==> src/rtl/vga_pkg.sv <==
// Shared VGA timing constants and a constant-width helper.
// Used by the axis counters and the timing controller top.
package vga_pkg;

    localparam int VGA_H_ACTIVE = 640;
    localparam int VGA_H_FP     = 16;
    localparam int VGA_H_SYNC   = 96;
    localparam int VGA_H_BP     = 48;
    localparam int VGA_V_ACTIVE = 480;
    localparam int VGA_V_FP     = 10;
    localparam int VGA_V_SYNC   = 2;
    localparam int VGA_V_BP     = 33;

    localparam int SVGA_H_ACTIVE = 800;
    localparam int SVGA_H_FP     = 40;
    localparam int SVGA_H_SYNC   = 128;
    localparam int SVGA_H_BP     = 88;
    localparam int SVGA_V_ACTIVE = 600;
    localparam int SVGA_V_FP     = 1;
    localparam int SVGA_V_SYNC   = 4;
    localparam int SVGA_V_BP     = 23;

    // Bits needed to hold 0..n-1, never less than one.
    function automatic int clog2(input int n);
        int r;
        int v;
        r = 0;
        v = n - 1;
        while (v > 0) begin
            r = r + 1;
            v = v >> 1;
        end
        return (r < 1) ? 1 : r;
    endfunction

endpackage

==> src/rtl/vga_axis_counter.sv <==
// One timing axis: wrapping position counter with active and sync decode.
// Instantiated once per axis by vga_timing_ctrl.
module vga_axis_counter
    import vga_pkg::*;
#(
    parameter int   TOTAL  = 800,
    parameter int   ACTIVE = 640,
    parameter int   FP     = 16,
    parameter int   SYNC   = 96,
    parameter logic POL    = 1'b0,
    parameter int   W      = clog2(TOTAL)
) (
    input  logic         clk,
    input  logic         rst,
    input  logic         en,
    output logic [W-1:0] count,
    output logic         wrap,
    output logic         active,
    output logic         sync_on,
    output logic         sync
);

    logic [W-1:0] count_q;
    logic [W-1:0] count_d;
    logic [31:0]  pos;

    assign pos = 32'(count_q);

    always_comb begin
        wrap    = (pos == 32'(TOTAL - 1));
        active  = (pos < 32'(ACTIVE));
        sync_on = (pos >= 32'(ACTIVE + FP)) &&
                  (pos < 32'(ACTIVE + FP + SYNC));
        sync    = sync_on ? POL : ~POL;
        count_d = count_q;
        if (en) begin
            count_d = wrap ? '0 : count_q + W'(1);
        end
    end

    always_ff @(posedge clk or negedge rst) begin
        if (!rst) begin
            count_q <= '0;
        end else begin
            count_q <= count_d;
        end
    end

    assign count = count_q;

endmodule

==> src/rtl/vga_timing_ctrl.sv <==
// Parametrised VGA timing generator with clock-enable pixel divider,
// valid/ready pixel intake, registered DAC outputs and underflow flag.
module vga_timing_ctrl
    import vga_pkg::*;
#(
    parameter int   H_ACTIVE = VGA_H_ACTIVE,
    parameter int   H_FP     = VGA_H_FP,
    parameter int   H_SYNC   = VGA_H_SYNC,
    parameter int   H_BP     = VGA_H_BP,
    parameter int   V_ACTIVE = VGA_V_ACTIVE,
    parameter int   V_FP     = VGA_V_FP,
    parameter int   V_SYNC   = VGA_V_SYNC,
    parameter int   V_BP     = VGA_V_BP,
    parameter logic HS_POL   = 1'b0,
    parameter logic VS_POL   = 1'b0,
    parameter int   CLK_DIV  = 4,
    parameter int   COLOR_W  = 8,
    parameter logic SOG      = 1'b0,
    localparam int  H_TOTAL  = H_ACTIVE + H_FP + H_SYNC + H_BP,
    localparam int  V_TOTAL  = V_ACTIVE + V_FP + V_SYNC + V_BP,
    localparam int  HW       = clog2(H_TOTAL),
    localparam int  VW       = clog2(V_TOTAL)
) (
    input  logic                 clk,
    input  logic                 rst,
    input  logic                 pix_valid,
    input  logic [3*COLOR_W-1:0] pix_data,
    output logic                 pix_ready,
    input  logic                 underflow_clr,
    output logic                 frame_start,
    output logic                 underflow,
    output logic [HW-1:0]        h_count,
    output logic [VW-1:0]        v_count,
    output logic                 blank,
    output logic                 comp_sync,
    output logic                 hsync,
    output logic                 vsync,
    output logic [COLOR_W-1:0]   pixel_r,
    output logic [COLOR_W-1:0]   pixel_g,
    output logic [COLOR_W-1:0]   pixel_b
);

    localparam int DW = clog2(CLK_DIV);
    localparam int PW = 3 * COLOR_W;

    logic [DW-1:0] div_q, div_d;
    logic          tick;
    logic          h_wrap, h_active, h_sync_on, h_sync;
    logic          v_wrap_unused, v_active, v_sync_on, v_sync;
    logic          active;

    logic          blank_q, blank_d;
    logic          hsync_q, hsync_d;
    logic          vsync_q, vsync_d;
    logic          comp_sync_q, comp_sync_d;
    logic          frame_start_q, frame_start_d;
    logic          underflow_q, underflow_d;
    logic [PW-1:0] pix_q, pix_d;

    assign tick = (32'(div_q) == 32'(CLK_DIV - 1));

    vga_axis_counter #(
        .TOTAL(H_TOTAL), .ACTIVE(H_ACTIVE), .FP(H_FP),
        .SYNC(H_SYNC), .POL(HS_POL), .W(HW)
    ) u_h (
        .clk(clk), .rst(rst), .en(tick),
        .count(h_count), .wrap(h_wrap), .active(h_active),
        .sync_on(h_sync_on), .sync(h_sync)
    );

    vga_axis_counter #(
        .TOTAL(V_TOTAL), .ACTIVE(V_ACTIVE), .FP(V_FP),
        .SYNC(V_SYNC), .POL(VS_POL), .W(VW)
    ) u_v (
        .clk(clk), .rst(rst), .en(tick & h_wrap),
        .count(v_count), .wrap(v_wrap_unused), .active(v_active),
        .sync_on(v_sync_on), .sync(v_sync)
    );

    assign active    = h_active & v_active;
    assign pix_ready = tick & active & pix_valid;

    always_comb begin
        div_d         = tick ? '0 : div_q + DW'(1);
        blank_d       = blank_q;
        hsync_d       = hsync_q;
        vsync_d       = vsync_q;
        comp_sync_d   = comp_sync_q;
        pix_d         = pix_q;
        frame_start_d = 1'b0;
        underflow_d   = underflow_q;
        // Outputs describe the position before this tick's increment.
        if (tick) begin
            blank_d       = active;
            pix_d         = (active && pix_valid) ? pix_data : '0;
            hsync_d       = h_sync;
            vsync_d       = v_sync;
            comp_sync_d   = SOG & ~(h_sync_on | v_sync_on);
            frame_start_d = (h_count == '0) && (v_count == '0);
        end
        if (tick && active && !pix_valid) begin
            underflow_d = 1'b1;
        end else if (underflow_clr) begin
            underflow_d = 1'b0;
        end
    end

    always_ff @(posedge clk or negedge rst) begin
        if (!rst) begin
            div_q         <= '0;
            blank_q       <= 1'b0;
            hsync_q       <= ~HS_POL;
            vsync_q       <= ~VS_POL;
            comp_sync_q   <= SOG;
            pix_q         <= '0;
            frame_start_q <= 1'b0;
            underflow_q   <= 1'b0;
        end else begin
            div_q         <= div_d;
            blank_q       <= blank_d;
            hsync_q       <= hsync_d;
            vsync_q       <= vsync_d;
            comp_sync_q   <= comp_sync_d;
            pix_q         <= pix_d;
            frame_start_q <= frame_start_d;
            underflow_q   <= underflow_d;
        end
    end

    assign blank       = blank_q;
    assign hsync       = hsync_q;
    assign vsync       = vsync_q;
    assign comp_sync   = comp_sync_q;
    assign frame_start = frame_start_q;
    assign underflow   = underflow_q;
    assign pixel_r     = pix_q[3*COLOR_W-1:2*COLOR_W];
    assign pixel_g     = pix_q[2*COLOR_W-1:COLOR_W];
    assign pixel_b     = pix_q[COLOR_W-1:0];

endmodule

==> config.mk <==
export PLATFORM = sky130hd
export DESIGN_NAME = vga_timing_ctrl
export DESIGN_NICKNAME = d
export VERILOG_FILES = /design/src/rtl/vga_pkg.sv /design/src/rtl/vga_axis_counter.sv /design/src/rtl/vga_timing_ctrl.sv
export SDC_FILE = /design/constraint.sdc
export NUM_CORES = 1
export LEC_CHECK = 0
export CAP_MARGIN = 40
export CELL_PAD_IN_SITES_DETAIL_PLACEMENT = 1
export CELL_PAD_IN_SITES_GLOBAL_PLACEMENT = 2
export CORE_ASPECT_RATIO = 0.8
export CORE_MARGIN = 5
export CORE_UTILIZATION = 27
export DETAILED_ROUTE_END_ITERATION = 16
export PLACE_DENSITY_LB_ADDON = 0.1
export SYNTH_ARGS = -nofsm -noshare
export SYNTH_HDL_FRONTEND = slang
export SYNTH_SLANG_ARGS = --single-unit
==> constraint.sdc <==
create_clock -name clk -period 2.7 [get_ports clk]
set_input_delay 0.27 -clock clk [delete_from_list [all_inputs] [get_ports clk]]
set_output_delay 0.27 -clock clk [all_outputs]
set_load 0.02 [all_outputs]
# Word level (Yosys, flattened, before mapping)

Cells that the tools add are included.

Flip-flop bits (word level): 51
Bits in latches: 0
RAM bits: 0
ROM bits: 0
Input port bits: 28
Output and inout bits: 51
Logic and storage cells: 44
Memories: 0

Add/subtract/negate cells: 3
Multiply operators: 0
Div/mod/pow operators: 0
Magnitude comparators: 6
Eq/ne operators: 3
Shift-type cells: 0
Mux-type cells: 9
Bitwise operators: 4
Reduce and logical (&&, ||, !) cells: 10

Operator list:

| cell                  | number |
|---|---|
| $mux 24               | 1 |
| $add 10x1->10 const B | 2 |
| $eq 10x10->1 const B  | 2 |
| $logic_not 10->1      | 2 |
| $lt 10x10->1 const B  | 2 |
| $lt 10x9->1 const B   | 2 |
| $mux 10               | 2 |
| $ge 10x10->1 const B  | 1 |
| $ge 10x9->1 const B   | 1 |
| $logic_and 1x1->1     | 6 |
| $mux 1                | 5 |
| $and 1x1->1           | 4 |
| $add 2x1->2 const B   | 1 |
| $eq 2x2->1 const B    | 1 |
| $mux 2                | 1 |
| $reduce_bool 2->1     | 1 |
| $logic_not 1->1       | 1 |

# Depth between registers and ports, before layout

Word-level depth: 5
Depth in mapped cells: 6
Depth with buffers taken out: 6

# Cells and area by module

Synthesis repeated with hierarchy kept, for this count alone.

Cells, all modules: 253
Area total of the unflattened synthesis: 2413.6 um2

By module, submodules not included:

| module                  | times used | cells each | area an instance (um2) | sequential area each (um2) |
|---|---|---|---|---|
| vga_timing_ctrl         | 1          | 131        | 1260.0                 | 778.2 |
| vga_axis_counter at u_v | 1          | 64         | 588.1                  | 250.2 |
| vga_axis_counter at u_h | 1          | 58         | 565.5                  | 250.2 |

# Worst setup path after synthesis

Ideal clock, no wire load.

Kind: reg-to-reg
From: register u_h.count_q[0] (netlist: u_h.count[0])
To: register u_v.count_q[9] (netlist: u_v.count[9])
Library setup time: 77 ps
Arrival time: 1967 ps
Required time: 2623 ps
Slack: 655 ps
Stages on the path, launching flop included: 7
Path buffers: 1
Period minus slack after synthesis: 2045 ps
Path through: dfrtp_1 ha_1 nand4_2 or4_1 buf_2 or3_1 a21oi_1

Longest elaborated chain between the ends: 2

RTL lines:

| what                   | RTL line               | RTL |
|---|---|---|
| from (decl)            | vga_axis_counter.sv:23 | `logic [W-1:0] count_q;` |
| from (signal assigned) | vga_axis_counter.sv:45 | `count_q <= count_d;` |
| $eq 10x10->1           | vga_axis_counter.sv:30 | `wrap = (pos == 32'(TOTAL - 1));` |
| $and 1x1->1            | vga_timing_ctrl.sv:75  | `.clk(clk), .rst(rst), .en(tick & h_wrap),` |
| to (signal assigned)   | vga_axis_counter.sv:45 |  |
| to (decl)              | vga_axis_counter.sv:23 |  |

No other way between the ends.
A chain may end at the register's enable or synchronous reset.

# Final worst setup path

From: register u_v.count_q[6] (netlist: u_v.count[6])
To: output pix_ready

Longest elaborated chain between the ends: 4

RTL lines:

| what                     | RTL line               | RTL |
|---|---|---|
| $lt 10x9->1              | vga_axis_counter.sv:31 | `active = (pos < 32'(ACTIVE));` |
| $and 1x1->1              | vga_timing_ctrl.sv:80  | `assign active = h_active & v_active;` |
| $and 1x1->1 (2 in a row) | vga_timing_ctrl.sv:81  | `assign pix_ready = tick & active & pix_valid;` |
| to (decl)                | vga_timing_ctrl.sv:28  | `output logic pix_ready,` |

No other way between the ends.

==> flow_metrics.py <==
metrics = {
    "routing": {
        "wl_per_cell_um": 16.5,
        "drc": 0,
        "drtPass1Iterations": 4,
        "vias": 1779,
        "drt-initial-drc-count": 63,
        "routed_wl_um": 6330,
        "routed_via_density": 4.63,
        "antenna_left": 0,
    },
    "sta": {
        "fmax_mhz": 398,
        "finalCritPeriodShare_pct": 93.0,
        "final_hold_viol_count": 0,
        "min_period_ns": 2.51,
        "setup_viol": 0,
        "skew_ns": 0.00400,
        "rsz0062_at_grt": "no",
        "slew_viol_final": 0,
        "tightest_slew_ns": 0.539,
        "layout_setup_ws_ns": 0.189,
        "setup_tns_ns": 0,
        "relSlewSlack_pct": 64.1,
    },
    "global_route": {
        "grt_pass1_vias": 1941,
        "antenna_found_initial": 0,
        "grt_pass1_wl_um": 10700,
        "grtUsageTotal_pct": 13.0,
        "grt_overflow": 0,
        "grt_max_degree": 27,
    },
    "floorplanning": {
        "core_area_mm2": 0.00795,
        "num_io_pins": 79,
        "die_area_mm2": 0.0101,
        "die_y_um": 90.8,
        "initial_core_util_pct": 27.7,
        "rows": 29,
        "die_w_um": 111,
    },
    "power_and_ir_drop": {
        "pwr-share-comb_pct": 10.4,
        "irDropWorstVdd_v": 0.000195,
        "netSwitchingFraction_pct": 24.0,
        "clkPwrFrac_pct": 32.1,
        "seq_power_share_pct": 57.5,
        "p_int_uw": 1050,
        "power.density_mw_per_mm2": 430,
        "leakagePower_uw": 0.00138,
        "p_sw_uw": 331,
    },
    "setup_path": {
        "crit_chain": "and3_1 -> a2111o_1 -> nor2_1 -> clkdlybuf4s50_1",
        "r2r-start": "u_h.count[0]",
        "crit_path_max_incr_delay_ns": 0.65,
        "ff2ff_path_depth": 5,
        "crit_slowest_cell": "clkdlybuf4s50_1",
        "crit_fanout": 6,
        "cp.required_ns": 2.43,
        "r2r_end": "u_v.count[9]",
        "r2r_slack_ns": 0.61,
        "criticalPathCategory": "flop to output pin",
        "worstPathArrival_ns": 2.24,
        "startpoint_type": "flop",
        "worstSetupEndpointType": "output pin",
    },
    "hold_path": {
        "hold_start": "div_q[0]",
        "hold_depth": 1,
        "min_path_type": "flop to flop",
        "holdPathEnd": "div_q[0]",
    },
    "logic_synthesis": {
        "synthArstFlopShare_pct": 100,
        "yosys.area_share.adder_pct": 3.41,
        "synth_top_family_by_area": "simple AND/OR/NAND/NOR gates",
        "synth-edff-count": 0,
        "synthCells": 194,
        "synth_mux_area_share_pct": 0.454,
        "synth_ff_type": "dfrtp_1",
        "synth_xor_xnor_area_share_pct": 4.37,
        "synth-compound-area-share_pct": 14.5,
        "post_synth_num_cell_types": 42,
        "syn_area_per_cell_um2": 11.4,
        "syn-cell-area_mm2": 0.00220,
        "ys_seq_area_share_pct": 58.0,
        "synthSimpleGateAreaFrac_pct": 15.3,
        "postSynthNetCount": 228,
        "ys.warnings.count": 0,
        "synth_seq_cells": 51,
    },
    "placement": {
        "dp_cells": 375,
        "dp_slack_ns": 0.502,
        "portBuffers": 77,
        "globalplace.congestion": 0.751,
        "hpwl_um": 4680,
    },
    "clock_network": {
        "post_cts_resized": 0,
        "cts-root-buf": "clkbuf_8",
        "numCtsBuffers": 5,
        "postCtsHoldBufs": 1,
        "cts.path.max_buffers": 2,
        "cts_setup_buffers": 0,
        "clk_pin_slew_ns": 0.09,
        "clk_latency_ns": 0.30,
        "cts_tree": "done",
        "htree_levels": 2,
        "clock_sinks": 51,
    },
    "cells_and_area": {
        "diodes": 0,
        "layout_common_cells": "76 x clkdlybuf4s50_1, 49 x dfrtp_1, 24 x a22o_1, 15 x nor2_1, 9 x nand2_1",
        "final_nets": 309,
        "final_common_cell": "clkdlybuf4s50_1",
        "syn_to_final_growth_pct": 45.2,
        "layout-drive-gt1-share_pct": 7.61,
        "stdcell_count": 384,
    },
    "status": {
        "status": "complete, no violations",
    },
    "flow_run": {
        "drv_cap": 0,
    },
}
[metrics by stage]
| stage | area (um2) | hold WS, ns | util, % | total power (uW) |
|---|---|---|---|---|
| 3_5_place_dp | 3110 | 0.291 | 39.1 | 953 |
| 3_3_place_gp | 3110 | 0.288 | 39.1 | 952 |
| 4_1_cts | 3200 | 0.435 | 40.3 | 1410 |
| 6_report | 3200 | 0.430 | 40.3 | 1380 |
| 2_1_floorplan | 2200 | -0.0256 | - | 853 |
| 5_1_grt | 3200 | 0.441 | 40.3 | 1450 |
[area by class of cell]
type                    instances  area, um2
fillers                       860       4740
well taps                     108        135
multi-input cells             123        841
flip-flops and latches         51       1280
repair buffers                 85        828
clock inverters                 2       12.5
inverters                       9       33.8
clock buffers                   6       72.6
[worst max-delay path, delay by kind of cell, from the launching register on]
kind | cells | cell delay [ns]
buf+inv | 1 | 0.65
compound gates | 1 | 0.46
flops | 1 | 0.44
simple gates | 2 | 0.40
[cell usage after synthesis (2+ instances only)]
cell | n | area [um2]
a21oi_1 | 3 | 15.0
o21ai_0 | 7 | 35.0
inv_1 | 8 | 30.0
nand4_1 | 5 | 31.3
o22ai_1 | 2 | 12.5
nor2_1 | 15 | 56.3
a31oi_1 | 2 | 12.5
ha_1 | 6 | 75.1
xnor2_1 | 6 | 52.6
dfrtp_1 | 49 | 1230
buf_2 | 5 | 25.0
dfstp_2 | 2 | 52.6
and3_1 | 4 | 25.0
nand2_1 | 9 | 33.8
a22o_1 | 24 | 210
nor3_1 | 4 | 20.0
xor2_1 | 5 | 43.8
nor4_1 | 2 | 12.5
or3_1 | 2 | 12.5
clkbuf_1 | 5 | 18.8
nand3_1 | 8 | 40.0
[routing by layer]
layer  global-route usage (%)  wire [um]  up-vias
li1                         -          -      854
met1                     18.5       3240      876
met2                     19.0       2700       45
met3                     4.35        344        4
met4                     3.04         38        0
met5                        0          0        -
[state kept, by name (all words and copies together) (netlist names)]
register,flops
u_h.count,10
frame_start,1
hsync,1
vsync,1
blank,1
underflow,1
pix_q,24
div_q,2
u_v.count,10
[cells by family (layout without fill, tap and decap cells)]
| kind of cell | after synthesis | count (layout) |
|---|---|---|
| fa+ha+maj | 6 | 6 |
| compound gates | 42 | 42 |
| xor+xnor | 11 | 11 |
| flops | 51 | 51 |
| simple gates | 62 | 62 |
| buf+inv | 20 | 102 |
| other cells | 1 | 1 |
| mux | 1 | 1 |
[how the worst max path moves through the flow]
stage,start,to,cells past startpoint
after CTS,u_v.count[6],pix_ready,4
after global routing,u_v.count[6],pix_ready,4
after global placement,u_v.count[6],pix_ready,4
after detailed placement,u_v.count[6],pix_ready,4
after floorplan,u_h.count[0],u_v.count[9],6
final,u_v.count[6],pix_ready,4
[power by group through the flow]
| stage | Clock [uW] | Combinational, uW | Sequential [uW] |
|---|---|---|---|
| after floorplan | 0 | 20.9 | 832 |
| after global placement | 0 | 145 | 807 |
| after detailed placement | 0 | 145 | 808 |
| after CTS | 468 | 148 | 793 |
| after global routing | 500 | 156 | 795 |
| final | 442 | 144 | 792 |
(Power assumes the default switching activity.)
